[config.mk]
export PLATFORM = sky130hd
export DESIGN_NAME = elm_ser_scheduler
export DESIGN_NICKNAME = d
export VERILOG_FILES = /design/src/rtl/elm_ser_scheduler.sv
export SDC_FILE = /design/constraint.sdc
export NUM_CORES = 1
export LEC_CHECK = 0
export CORE_AREA = 2 2 516 518
export DETAILED_ROUTE_END_ITERATION = 8
export DIE_AREA = 0 0 518 520
export GPL_TIMING_DRIVEN = 0
export HOLD_SLACK_MARGIN = 0.02
export PLACE_DENSITY = 0.31
export SLEW_MARGIN = 20
export SYNTH_ARGS = -nofsm -noshare
export SYNTH_HDL_FRONTEND = slang
export SYNTH_SLANG_ARGS = --single-unit
[constraint.sdc]
create_clock -name clk -period 14.4 [get_ports clk]
set_input_delay 2.88 -clock clk [delete_from_list [all_inputs] [get_ports clk]]
set_output_delay 2.88 -clock clk [all_outputs]
set_load 0.03 [all_outputs]
[src/rtl/elm_ser_scheduler.sv]
// Round-robin scheduler that shares one 256-to-16 serializer among NUM_REQ result producers.
// Optional watchdog is built when ELM_SER_SCHED_WDOG_EN is defined; otherwise wdog_err is tied low.

module elm_ser_scheduler #(
    parameter int NUM_REQ = 4,
    parameter int DATA_W  = 256,
    parameter int ID_W    = 2
) (
    input  logic                      clk,
    input  logic                      rst,
    input  logic [NUM_REQ-1:0]        req,
    input  logic [NUM_REQ*DATA_W-1:0] req_data,
    output logic [NUM_REQ-1:0]        grant,
    output logic [DATA_W-1:0]         ser_parallel_data,
    output logic                      ser_rx,
    input  logic [4:0]                ser_count,
    input  logic                      ser_tx,
    output logic                      busy,
    output logic [ID_W-1:0]           cur_id,
    output logic [4:0]                word_cnt,
    output logic                      frame_done,
    output logic                      wdog_err
);

    typedef enum logic [1:0] {IDLE, LOAD, STREAM, DRAIN} state_t;

    state_t            state;
    state_t            state_next;
    logic [ID_W-1:0]   last;
    logic [ID_W-1:0]   winner;
    logic              found;
    logic              last_word;
    logic              wdog_trip;
    logic [DATA_W-1:0] slice [NUM_REQ];

    genvar gi;
    for (gi = 0; gi < NUM_REQ; gi++) begin : g_slice
        assign slice[gi] = req_data[gi*DATA_W +: DATA_W];
    end

    assign last_word = ser_tx && (ser_count == 5'd0);
    assign busy      = (state != IDLE);

    // Search starts one past the previous winner so every requester gets a turn.
    always_comb begin
        found  = 1'b0;
        winner = last;
        for (int k = 1; k <= NUM_REQ; k++) begin
            int pos;
            pos = int'(last) + k;
            if (pos >= NUM_REQ) pos = pos - NUM_REQ;
            if (!found && req[pos[ID_W-1:0]]) begin
                found  = 1'b1;
                winner = pos[ID_W-1:0];
            end
        end
    end

`ifdef ELM_SER_SCHED_WDOG_EN
    logic [5:0] wdog_cnt;

    always_ff @(posedge clk or posedge rst) begin
        if (rst) begin
            wdog_cnt <= 6'd0;
            wdog_err <= 1'b0;
        end else begin
            if (state == LOAD)
                wdog_cnt <= 6'd0;
            else if (state == STREAM || state == DRAIN)
                wdog_cnt <= wdog_cnt + 6'd1;
            if (wdog_trip)
                wdog_err <= 1'b1;
        end
    end

    // Trips on the edge where the counter would reach 40.
    assign wdog_trip = (state == STREAM || state == DRAIN) && (wdog_cnt == 6'd39);
`else
    assign wdog_trip = 1'b0;
    assign wdog_err  = 1'b0;
`endif

    always_ff @(posedge clk or posedge rst) begin
        if (rst)
            state <= IDLE;
        else
            state <= state_next;
    end

    always_comb begin
        state_next = state;
        case (state)
            IDLE:    if (found)     state_next = LOAD;
            LOAD:                   state_next = STREAM;
            STREAM:  if (last_word) state_next = DRAIN;
            DRAIN:   if (!ser_tx)   state_next = IDLE;
            default:                state_next = IDLE;
        endcase
        if (wdog_trip)
            state_next = IDLE;
    end

    always_ff @(posedge clk or posedge rst) begin
        if (rst) begin
            grant             <= '0;
            ser_parallel_data <= '0;
            ser_rx            <= 1'b0;
            cur_id            <= '0;
            word_cnt          <= 5'd0;
            frame_done        <= 1'b0;
            last              <= ID_W'(NUM_REQ - 1);
        end else begin
            grant      <= '0;
            ser_rx     <= 1'b0;
            frame_done <= 1'b0;
            case (state)
                IDLE: begin
                    if (found) begin
                        ser_parallel_data <= slice[winner];
                        ser_rx            <= 1'b1;
                        grant[winner]     <= 1'b1;
                        cur_id            <= winner;
                        last              <= winner;
                        word_cnt          <= 5'd0;
                    end
                end
                STREAM: begin
                    // A watchdog abort must not look like a completed frame.
                    if (!wdog_trip) begin
                        if (ser_tx && word_cnt != 5'd16)
                            word_cnt <= word_cnt + 5'd1;
                        if (last_word)
                            frame_done <= 1'b1;
                    end
                end
                default: ;
            endcase
        end
    end

endmodule

== Word-level counts from Yosys, hierarchy flattened ==
Cells that the tools add are included.

* $add $sub $neg: 9
* Multiply operators: 0
* Div/mod/pow operators: 0
* $lt $le $gt $ge: 11
* Eq/ne operators: 8
* Shifts and indexed selects: 0
* Mux-type cells: 38
* Bitwise operators: 1
* Reduce and logical (&&, ||, !) cells: 16

{| class="wikitable"
|+ Operators with widths
! kind !! number
|-
| $bmux 256 s2 || 1
|-
| $mux 256 || 2
|-
| $mux 2 || 11
|-
| $lt 2x3->1 const B || 5
|-
| $mux 1 || 13
|-
| $ge 3x3->1 const B || 4
|-
| $mux 5 || 2
|-
| $pmux 5 s2 || 1
|-
| $bmux 1 s2 || 4
|-
| $mux 4 || 2
|-
| $ne 2x2->1 const B || 4
|-
| $pmux 2 s4 || 1
|-
| $sub 2x1->2 const B || 4
|-
| $add 2x2->3 const B || 2
|-
| $logic_and 1x1->1 || 6
|-
| $reduce_and 3->1 || 2
|-
| $add 5x1->5 const B || 1
|-
| $logic_not 5->1 || 1
|-
| $ne 5x5->1 const B || 1
|-
| $add 2x3->4 const B || 1
|-
| $eq 2x2->1 const B || 2
|-
| $ge 4x3->1 const B || 1
|-
| $reduce_bool 2->1 || 2
|-
| $add 2x1->3 const B || 1
|-
| 7 further kinds || 9
|}

* Register bits: 273
* Latch bits: 0
* Bits in writable memories: 0
* Bits in read-only memories: 0
* Bits of input ports: 1036
* Logic and storage cells: 91
* Memories kept: 0

== Longest topological paths before layout ==
Gate-level depths: netlist of the first run.

* Depth in word-level cells: 21
* Gate-level depth with buffers: 9

== Worst setup path before layout of the first run ==
No wires, ideal clock.

* Path type: input to register
* Start: input req[3]
* End: register ser_parallel_data[59]
* Library setup time: 142 ps
* Data arrival time: 4241 ps
* Data required time: 14258 ps
* Slack: 10017 ps
* Stages: 8
* Buffers on the path: 4
* Path through: nor4_1 nand2b_1 buf_2 or2_1 buf_2 buf_2 clkbuf_1 o221ai_1

* Longest elaborated chain between the ends: 16
* Elaborated cells between the ends (all ways): 27
* Those cells by class: mux (19); bitwise (1); reduce/logical (7)

{| class="wikitable"
|+ RTL lines
! item !! RTL line !! text
|-
| from (decl) || 11 || <nowiki>input logic [NUM_REQ-1:0] req,</nowiki>
|-
| $bmux 1 s2 || 52 || <nowiki>if (!found && req[pos[ID_W-1:0]]) begin</nowiki>
|-
| $mux 1 (not written as such) || 52 ||
|-
| $mux 1 || 52 ||
|-
| $logic_not 1->1 || 52 ||
|-
| $logic_and 1x1->1 || 52 ||
|-
| $mux 1 || 52 ||
|-
| $logic_not 1->1 || 52 ||
|-
| $logic_and 1x1->1 || 52 ||
|-
| $mux 1 || 52 ||
|-
| $logic_not 1->1 || 52 ||
|-
| $logic_and 1x1->1 || 52 ||
|-
| $mux 2 || 52 ||
|-
| $not 2->3 (not written as such) || 119 || <nowiki>ser_parallel_data <= slice[winner];</nowiki>
|-
| $bmux 256 s2 || 119 ||
|-
| $mux 256 (not written as such) (2 in series) || 119 ||
|-
| to (signal assigned) || 119 ||
|-
| to (decl) || 14 || <nowiki>output logic [DATA_W-1:0] ser_parallel_data,</nowiki>
|}

Several ways; a longest one is shown, not always the timed one. The select of a mux whose other input is x is not followed.
A chain may end at the register's enable or synchronous reset.

== Final worst setup path of the first run ==
* Start: input req[3]
* End: register ser_parallel_data[180]

The elaborated chain is that of the path after synthesis.

==> impl_metrics.toml, run 1 <==
[yosys]
synthTopCellsByArea = "dfrtp_1 (41%), mux2i_1 (31%), o221ai_1 (14%)"
synth_ff_type = "dfrtp_1"
netlist_instances = 1513
ys_types = 36
yosysMostFrequentCell = "mux2i_1"
synth-seq-cells = 273
syn_area_per_cell_um2 = 10.9
seq_area_frac_synth = 0.414
ys_top_cells_by_count = "mux2i_1 (512), dfrtp_1 (271), nand2_1 (261)"
yosysWarnings = 0
syn-num-nets = 2554
yosysTopAreaCellShare = 0.411
synth_area_leader_cell = "dfrtp_1"
synth-edff-count = 0
async_reset_ff_frac = 1.00
synth_area_um2 = 16500

[grt]
met2_usage = 0.248
grt_usage = 0.141
first_global_vias = 21100
grt_first_pass_wirelength_um = 246000
use_met3 = 0.0734
use_met1 = 0.149
grt_max_degree = 73
antenna_found_initial = 106
gr-max-usage-layer = "met2"
grt-ovfl-total = 0

[place]
hpwl_um = 172000
dpl.cell_count = 6355
port_buffers = 1305
gp_congestion = 0.902

[layout]
fillers = 30000
layout.area.seq_um2 = 6830
syn_to_final_growth_pct = 116
final_layout_size_suffix_gt1_frac = 0.0561
multi_input_area_um2 = 8730
fin_cells = 6462
nets = 3912

[clocking]
cts_resized = 0
cts_tree = "built"
path_clk_slew_ps = 60
hold_buffers = 0
cts_root_buf = "clkbuf_16"
post_cts_buffers = 0
cts_buffer_depth = 3
cts.sinks = 273
cts_max_level = 2
cts_made_buffers = 47
insertion_delay_ps = 660

[timing]
final_max_slew_viol_count = 0
hold_viol = 0
fin_crit_sh = 0.426
setup_violations = 0
slew_headroom = 0.363
fin_worst_skew_ps = 21.9
fin_crit_ps = 6140
timing.fmax_mhz = 163
timing_worst_slew_pin_value_ps = 956
rsz0062_at_grt = "false"
final.setup.tns_ps = 0

[setup_path]
crit_type = "in -> reg"
crit_path_end_kind = "flip-flop"
cp_max_fo = 10
cpPeakStageDelay_ps = 680
critical_path_buf_inv_count = 5
crit_family = "buffers and inverters"
cp_cell_sequence = "clkdlybuf4s50_1 > nor4_1 > nand2b_1 > buf_2 > inv_2 > nand2_1 > buf_2 > clkbuf_1 > o221ai_1"
worstPathRequired_ps = 14880
critPathLaunchType = "input pin"
cpMaxStageDelayCell = "buf_2"
critPathArrivalTime_ps = 6620
crit_top_cell = "buf_2"

[die]
row_count = 189
die_height_um = 520
die_area_um2 = 269000
core_area_um2 = 264000
die_x_um = 518
start_util = 0.0625
ios = 1307

[drt]
drc = 0
wirelength_um = 197000
routedWlPerCell_um = 30.4
via_per_inst = 3.02
drt_first_iter_violations = 931
postRouteAntennaNets = 0
vias = 19500
dr.pass1.iters = 5

[power]
p_leak_nw = 14.2
p_per_area_nw_per_um2 = 215
ir_drop_v = 0.0000782

[run_status]
outcome = "completed"

[min_path]
hp-class = "reg -> reg"

[run]
max-cap-violations = 0
-- final cells by class --
cell class | instances | area share
timing repair buffer | 1309 | 0.369
tap | 3533 | 0.124
clock inverter | 21 | 0.00438
inverter | 10 | 0.00126
multi-input combinational | 1086 | 0.245
buffer | 144 | 0.0255
antenna | 21 | 0.00147
sequential | 273 | 0.192
clock buffer | 65 | 0.0385
-- final timing paths --
path                       slack, ps  cells past startpoint                          startpoint                                  to
min                              480                      2  ser_parallel_data[140]$_DFFE_PP0P_  ser_parallel_data[140]$_DFFE_PP0P_
max in group asynchronous      10270                      4                                 rst  ser_parallel_data[204]$_DFFE_PP0P_
min in group asynchronous       2690                      2                                 rst   ser_parallel_data[84]$_DFFE_PP0P_
min reg2reg                      480                      2  ser_parallel_data[140]$_DFFE_PP0P_  ser_parallel_data[140]$_DFFE_PP0P_
max                             8260                      9                              req[3]  ser_parallel_data[180]$_DFFE_PP0P_
max reg2reg                    10860                      9                state[0]$_DFFE_PP0P_  ser_parallel_data[180]$_DFFE_PP0P_
-- state kept, by name (all words and copies together), names as in the netlist --
name and count:
ser_parallel_data 256, state 2, frame_done 1, ser_rx 1, cur_id 2, grant 4, word_cnt 5, last 2
-- through the flow --
stage	power, W	util	worst slack [ps]	hold WS [ps]	area, um^2
6_report	0.00767	0.135	8260	483	35700
5_1_grt	0.00811	0.135	8020	508	35600
2_1_floorplan	0.00386	-	4000	514	16500
4_1_cts	0.00792	0.135	8140	486	35600
3_5_place_dp	0.00665	0.129	7430	472	34100
3_3_place_gp	0.00665	0.129	-2990	470	34000
-- where the power goes --
part | internal (W) | total (W) | switching, W | leakage (nW)
clock | 0.000682 | 0.00119 | 0.000513 | 0.763
combinational | 0.00181 | 0.00507 | 0.00326 | 10.1
sequential | 0.00116 | 0.00140 | 0.000248 | 3.39
-- cells by family (layout without fill, tap and decap cells) --
family,Yosys count,in the layout,share of synthesized area
AOI/OAI and AO/OA,272,272,0.143
xor gates and xnor gates,3,3,0.00159
adders and majority gates,5,5,0.00379
buffers and inverters,154,1549,0.0571
DFF,273,273,0.414
muxes,512,512,0.311
other,1,22,0.000227
and+or+nand+nor,293,293,0.0694
-- tightest hold or removal path: stages (launching register included) --
cell and delay, ps:
dfrtp_1 330, nand2_1 50, o221ai_1 60
-- cells in the final DEF (no fill, tap or decap), types with 6 or more instances in the layout --
| master | n |
|---|---|
| clkbuf_8 | 11 |
| buf_4 | 7 |
| clkdlybuf4s50_1 | 1304 |
| mux2i_1 | 512 |
| nand2_1 | 261 |
| buf_2 | 33 |
| buf_8 | 21 |
| o221ai_1 | 256 |
| clkbuf_1 | 71 |
| diode_2 | 21 |
| inv_1 | 8 |
| buf_1 | 7 |
| buf_6 | 6 |
| clkinv_2 | 14 |
| nor2_1 | 14 |
| clkbuf_16 | 48 |
| dfrtp_1 | 271 |
-- metal layers --
metal	part of all wire	vias up	wire length, um
met5	0.0028	-	555
met4	0.027	86	5340
met3	0.12	280	22900
met2	0.49	1110	96400
met1	0.36	9480	71600
li1	-	8568	-
No activity file was read; power rests on OpenSTA's default activity.
==> inputs of run 2 (changes only) <==
- clock period: 14.4 -> 5 ns (I/O delays scaled with it)
==> run 2 against run 1 <==
  * Wire length decreased by 1.9%
  * Flip-flop and latch count unchanged
  * Highest routed layer unchanged
  * First-iteration DRC count increased by 1.8%
  * Register-to-register slack got worse by 9400 ps
  * Sequential power increased to 2.9 times the previous value
  * Critical path depth unchanged
  * Combinational power increased to 2.9 times the previous value
  * Global-route usage decreased by 0.29 points
==> impl_metrics.toml, run 2 (same netlist as run 1, synthesis figures left out) <==
[setup_path]
crit_type = "in -> reg"
crit_family = "buffers and inverters"
critPathLaunchType = "input pin"
crit_top_cell = "buf_2"
cpPeakStageDelay_ps = 730
worstPathRequired_ps = 5470
critPathArrivalTime_ps = 4590
cp_cell_sequence = "clkdlybuf4s50_1 > nor4_1 > nand2b_1 > buf_2 > inv_2 > nand2_1 > buf_2 > clkbuf_1 > o221ai_1"
cpMaxStageDelayCell = "buf_2"
crit_path_end_kind = "flip-flop"
critical_path_buf_inv_count = 5
cp_max_fo = 13

[clocking]
cts_made_buffers = 46
cts_root_buf = "clkbuf_16"
cts.sinks = 273
cts_tree = "built"
cts_max_level = 2
insertion_delay_ps = 670
cts_resized = 0
path_clk_slew_ps = 50
hold_buffers = 0
post_cts_buffers = 0
cts_buffer_depth = 3

[grt]
first_global_vias = 20900
grt_max_degree = 30
grt_usage = 0.138
grt-ovfl-total = 0
antenna_found_initial = 108
grt_first_pass_wirelength_um = 242000

[place]
dpl.cell_count = 6365
placed_area_um2 = 34300
port_buffers = 1305
gp_congestion = 0.876
hpwl_um = 169000

[layout]
largest_reg_flops = 256
layout.area.seq_um2 = 6830
reg.largest.list = "ser_parallel_data: 256 flops, word_cnt: 5 flops, grant: 4 flops"
final_common_cell = "clkdlybuf4s50_1"
multi_input_area_um2 = 8730
fin_cells = 6481
mostFrequentLayoutCells = "clkdlybuf4s50_1 (1304), mux2i_1 (510), dfrtp_1 (271)"
fillers = 30000
nets = 3921
final_area_um2 = 35900
syn_to_final_growth_pct = 118
regMostFlops = "ser_parallel_data"
final_layout_size_suffix_gt1_frac = 0.0587
final_util = 0.136

[timing]
timing_worst_slew_pin_value_ps = 1230
whs_ps = 488
fin_worst_skew_ps = 38.2
final_max_slew_viol_count = 0
timing.fmax_mhz = 243
rsz0062_at_grt = "false"
fin_crit_ps = 4120
fin_crit_sh = 0.824
slew_headroom = 0.175
hold_viol = 0
setup_violations = 0

[min_path]
hp-class = "reg -> reg"

[die]
row_count = 189
start_util = 0.0625
die_height_um = 520
die_x_um = 518
ios = 1307
die_area_um2 = 269000
core_area_um2 = 264000

[run_status]
outcome = "completed"

[drt]
via_per_inst = 3.01
postRouteAntennaNets = 0
dr.pass1.iters = 5
wirelength_um = 193000
drt_first_iter_violations = 948
vias = 19500
routedWlPerCell_um = 29.8
drc = 0

[run]
max-cap-violations = 0

[power]
p_leak_nw = 14.3
power_w = 0.0222
p_per_area_nw_per_um2 = 618
ir_drop_v = 0.000225
-- run 2: final timing paths --
| check | from | cells past startpoint | slack (ps) | to |
|---|---|---|---|---|
| min in group asynchronous | rst | 2 | 690 | ser_parallel_data[88]$_DFFE_PP0P_ |
| worst max-delay path | req[2] | 9 | 880 | ser_parallel_data[188]$_DFFE_PP0P_ |
| worst min register to register | ser_parallel_data[199]$_DFFE_PP0P_ | 2 | 490 | ser_parallel_data[199]$_DFFE_PP0P_ |
| worst max register to register | state[0]$_DFFE_PP0P_ | 9 | 1500 | ser_parallel_data[188]$_DFFE_PP0P_ |
| max in group asynchronous | rst | 8 | 2630 | ser_parallel_data[209]$_DFFE_PP0P_ |
| worst min-delay path | ser_parallel_data[199]$_DFFE_PP0P_ | 2 | 490 | ser_parallel_data[199]$_DFFE_PP0P_ |
-- run 2: area by class of cell --
class	instances	share of cell area
well taps	3533	0.123
diodes	33	0.00230
repair buffers	1319	0.372
clock buffers	65	0.0377
clock inverters	18	0.00585
inverters	10	0.00115
plain buffers	144	0.0253
flip-flops and latches	273	0.190
multi-input cells	1086	0.243
-- run 2: power breakdown --
| part | internal, W | total (W) | switching, W |
|---|---|---|---|
| logic | 0.00524 | 0.0146 | 0.00933 |
| registers | 0.00333 | 0.00409 | 0.000763 |
| clock network | 0.00208 | 0.00354 | 0.00146 |
| total | 0.0107 | 0.0222 | 0.0116 |
-- run 2: metrics by stage --
step | TNS, ps | setup WS (ps)
after floorplan | 0 | 392
after global placement | -927020 | -3580
after detailed placement | 0 | 70.0
after CTS | 0 | 791
after global routing | 0 | 634
final | 0 | 880
-- run 2: metal layers --
layer / track usage / vias up / wire [um]
met5: 0 / - / 597
met4: 0.0266 / 86 / 4000
li1: - / 8619 / -
met2: 0.243 / 1109 / 94700
met3: 0.0698 / 228 / 22600
met1: 0.149 / 9437 / 71100
-- run 2: worst min-delay path: stages, from the launching register on --
cell and delay (ps):
dfrtp_1 330, nand2_1 50, o221ai_1 60
==> inputs of run 3 (changes only) <==
- CORE_AREA: 2 2 516 518 -> 2 2 508 510
- DIE_AREA: 0 0 518 520 -> 0 0 510 512
- clock period: 5 -> 4.05 ns (I/O delays scaled with it)
==> run 3 against run 2 <==
  * Clock skew is 9.4 ps lower
  * Via count is 0.68% higher
  * Register-to-register slack worse by 810 ps
  * Critical path depth stayed put
  * Clock-buffer cell count is 5 higher
  * Clock power is 20% higher
  * Wire length is 3.0% lower
  * Hold slack worse by 7.2 ps
  * Non-clock buffer count is 2 lower
  * Combinational power is 22% higher
  * Flip-flop and latch count stayed put
  * Largest cell class unchanged
  * Largest power group unchanged
  * Highest routed layer unchanged
==> impl_metrics.toml, run 3 (same netlist as run 1, synthesis figures left out) <==
[power]
p_per_area_nw_per_um2 = 758
pwr-share-clk = 0.157
swShare = 0.518
power_w = 0.0270
pwr-share-comb = 0.657
p_leak_nw = 14.3
power.share.sequential = 0.185
internal-power_w = 0.0130
ir_drop_v = 0.000279
power.net_switching_w = 0.0140

[timing]
final.setup.tns_ps = 0
fin_crit_ps = 3950
fin_worst_skew_ps = 28.8
setup_violations = 0
hold_viol = 0
final_max_slew_viol_count = 0
timing_worst_slew_pin_value_ps = 1140
timing.fmax_mhz = 253
fin_crit_sh = 0.974
whs_ps = 481
slew_headroom = 0.237

[drt]
drt_first_iter_violations = 986
vias = 19600
routedWlPerCell_um = 29.6
drc = 0
postRouteAntennaNets = 0
wirelength_um = 187000
dr.pass1.iters = 7
via_per_inst = 3.10

[die]
die_height_um = 512
core_area_um2 = 256000
row_count = 186
die_area_um2 = 261000
die_x_um = 510
start_util = 0.0645
ios = 1307

[clocking]
cts_made_buffers = 46
path_clk_slew_ps = 60
cts_tree = "built"
cts_root_buf = "clkbuf_16"
cts_max_level = 2
cts.sinks = 273
insertion_delay_ps = 670
cts_buffer_depth = 3

[setup_path]
reg2reg_depth = 7
cp_max_fo = 10
crit_path_end_kind = "flip-flop"
worstPathRequired_ps = 4550
crit_type = "in -> reg"
critPathArrivalTime_ps = 4450
critPathLaunchType = "input pin"

[grt]
antenna_found_initial = 98
first_global_vias = 21000
grt-ovfl-total = 0
grt_first_pass_wirelength_um = 234000
grt_usage = 0.138
grt_max_degree = 29

[min_path]
min_path_cells = 2
hp-class = "reg -> reg"

[layout]
largest_reg_flops = 256
mostFrequentLayoutCells = "clkdlybuf4s50_1 (1305), mux2i_1 (511), dfrtp_1 (271)"
final_common_cell = "clkdlybuf4s50_1"
fin_cells = 6328
nets = 3919
syn_to_final_growth_pct = 116
reg.largest.list = "ser_parallel_data: 256 flops, word_cnt: 5 flops, grant: 4 flops"
regMostFlops = "ser_parallel_data"
final_layout_size_suffix_gt1_frac = 0.0587

[place]
dpl.cell_count = 6214
gp_congestion = 0.848
port_buffers = 1305
hpwl_um = 163000

[run_status]
outcome = "completed"

[run]
max-cap-violations = 0
run 3: cell count changes in the layout (fill, tap and decap cells not counted), moves of 2 or more:
cell	before	now
buf_2	33	30
clkbuf_2	5	10
clkbuf_8	11	14
buf_4	7	9
bufinv_16	4	2
clkinv_2	8	6
diode_2	33	29
buf_16	2	0
buf_1	7	4
run 3: stage by stage:
stage           util  setup WS, ps  area [um^2]
2_1_floorplan      -          -368        16500
3_3_place_gp   0.132         -4280        33800
3_5_place_dp   0.133          -945        34100
4_1_cts        0.139          65.1        35600
5_1_grt        0.139        -0.357        35600
6_report       0.139           105        35700
run 3: power groups by stage:
| stage | Clock [W] | Combinational [W] | Sequential, W |
|---|---|---|---|
| 3_3_place_gp | 0 | 0.0184 | 0.00502 |
| 3_5_place_dp | 0 | 0.0184 | 0.00506 |
| 2_1_floorplan | 0 | 0.00646 | 0.00727 |
| 5_1_grt | 0.00452 | 0.0190 | 0.00519 |
| 4_1_cts | 0.00448 | 0.0185 | 0.00503 |
| 6_report | 0.00425 | 0.0178 | 0.00501 |
run 3: worst paths after layout:
path,from,endpoint,slack [ps]
max in group asynchronous,rst,ser_parallel_data[82]$_DFFE_PP0P_,1880
min,cur_id[1]$_DFFE_PP0P_,cur_id[1]$_DFFE_PP0P_,480
min in group asynchronous,rst,ser_parallel_data[173]$_DFFE_PP0P_,590
max,req[2],ser_parallel_data[161]$_DFFE_PP0P_,100
max reg2reg,last[0]$_DFFE_PP1P_,ser_parallel_data[72]$_DFFE_PP0P_,690
min reg2reg,cur_id[1]$_DFFE_PP0P_,cur_id[1]$_DFFE_PP0P_,480
run 3: worst max-delay path, cell delays in order:
cell	delay (ps)
clkdlybuf4s50_1	490
nor4_1	650
nand2b_1	190
buf_2	300
or2_1	150
buf_2	260
buf_2	560
clkbuf_1	700
o221ai_1	250
run 3: repair_timing:
item / in CTS / in global routing
cloned: 0 / 0
hold buffers: 0 / 0
resized for setup: 3 / 16
buffers inserted: 0 / 0
setup endpoints to repair: 60 / 45
run 3: final cells by class:
class                   count  area, um^2
repair buffers           1317       13300
well taps                3384        4230
flip-flops and latches    273        6830
plain buffers             144         922
clock buffers              70        1380
multi-input cells        1086        8730
clock inverters            15         156
inverters                  10        41.3
diodes                     29        72.6
fillers                 28900      220000
run 3: layer usage:
layer  vias to the layer above  track usage  share of wire
met5                         -            0         0.0021
met4                        60       0.0407          0.026
met3                       229       0.0532          0.094
met2                      1088        0.236           0.49
met1                      9629        0.157           0.39
li1                       8606            -              -
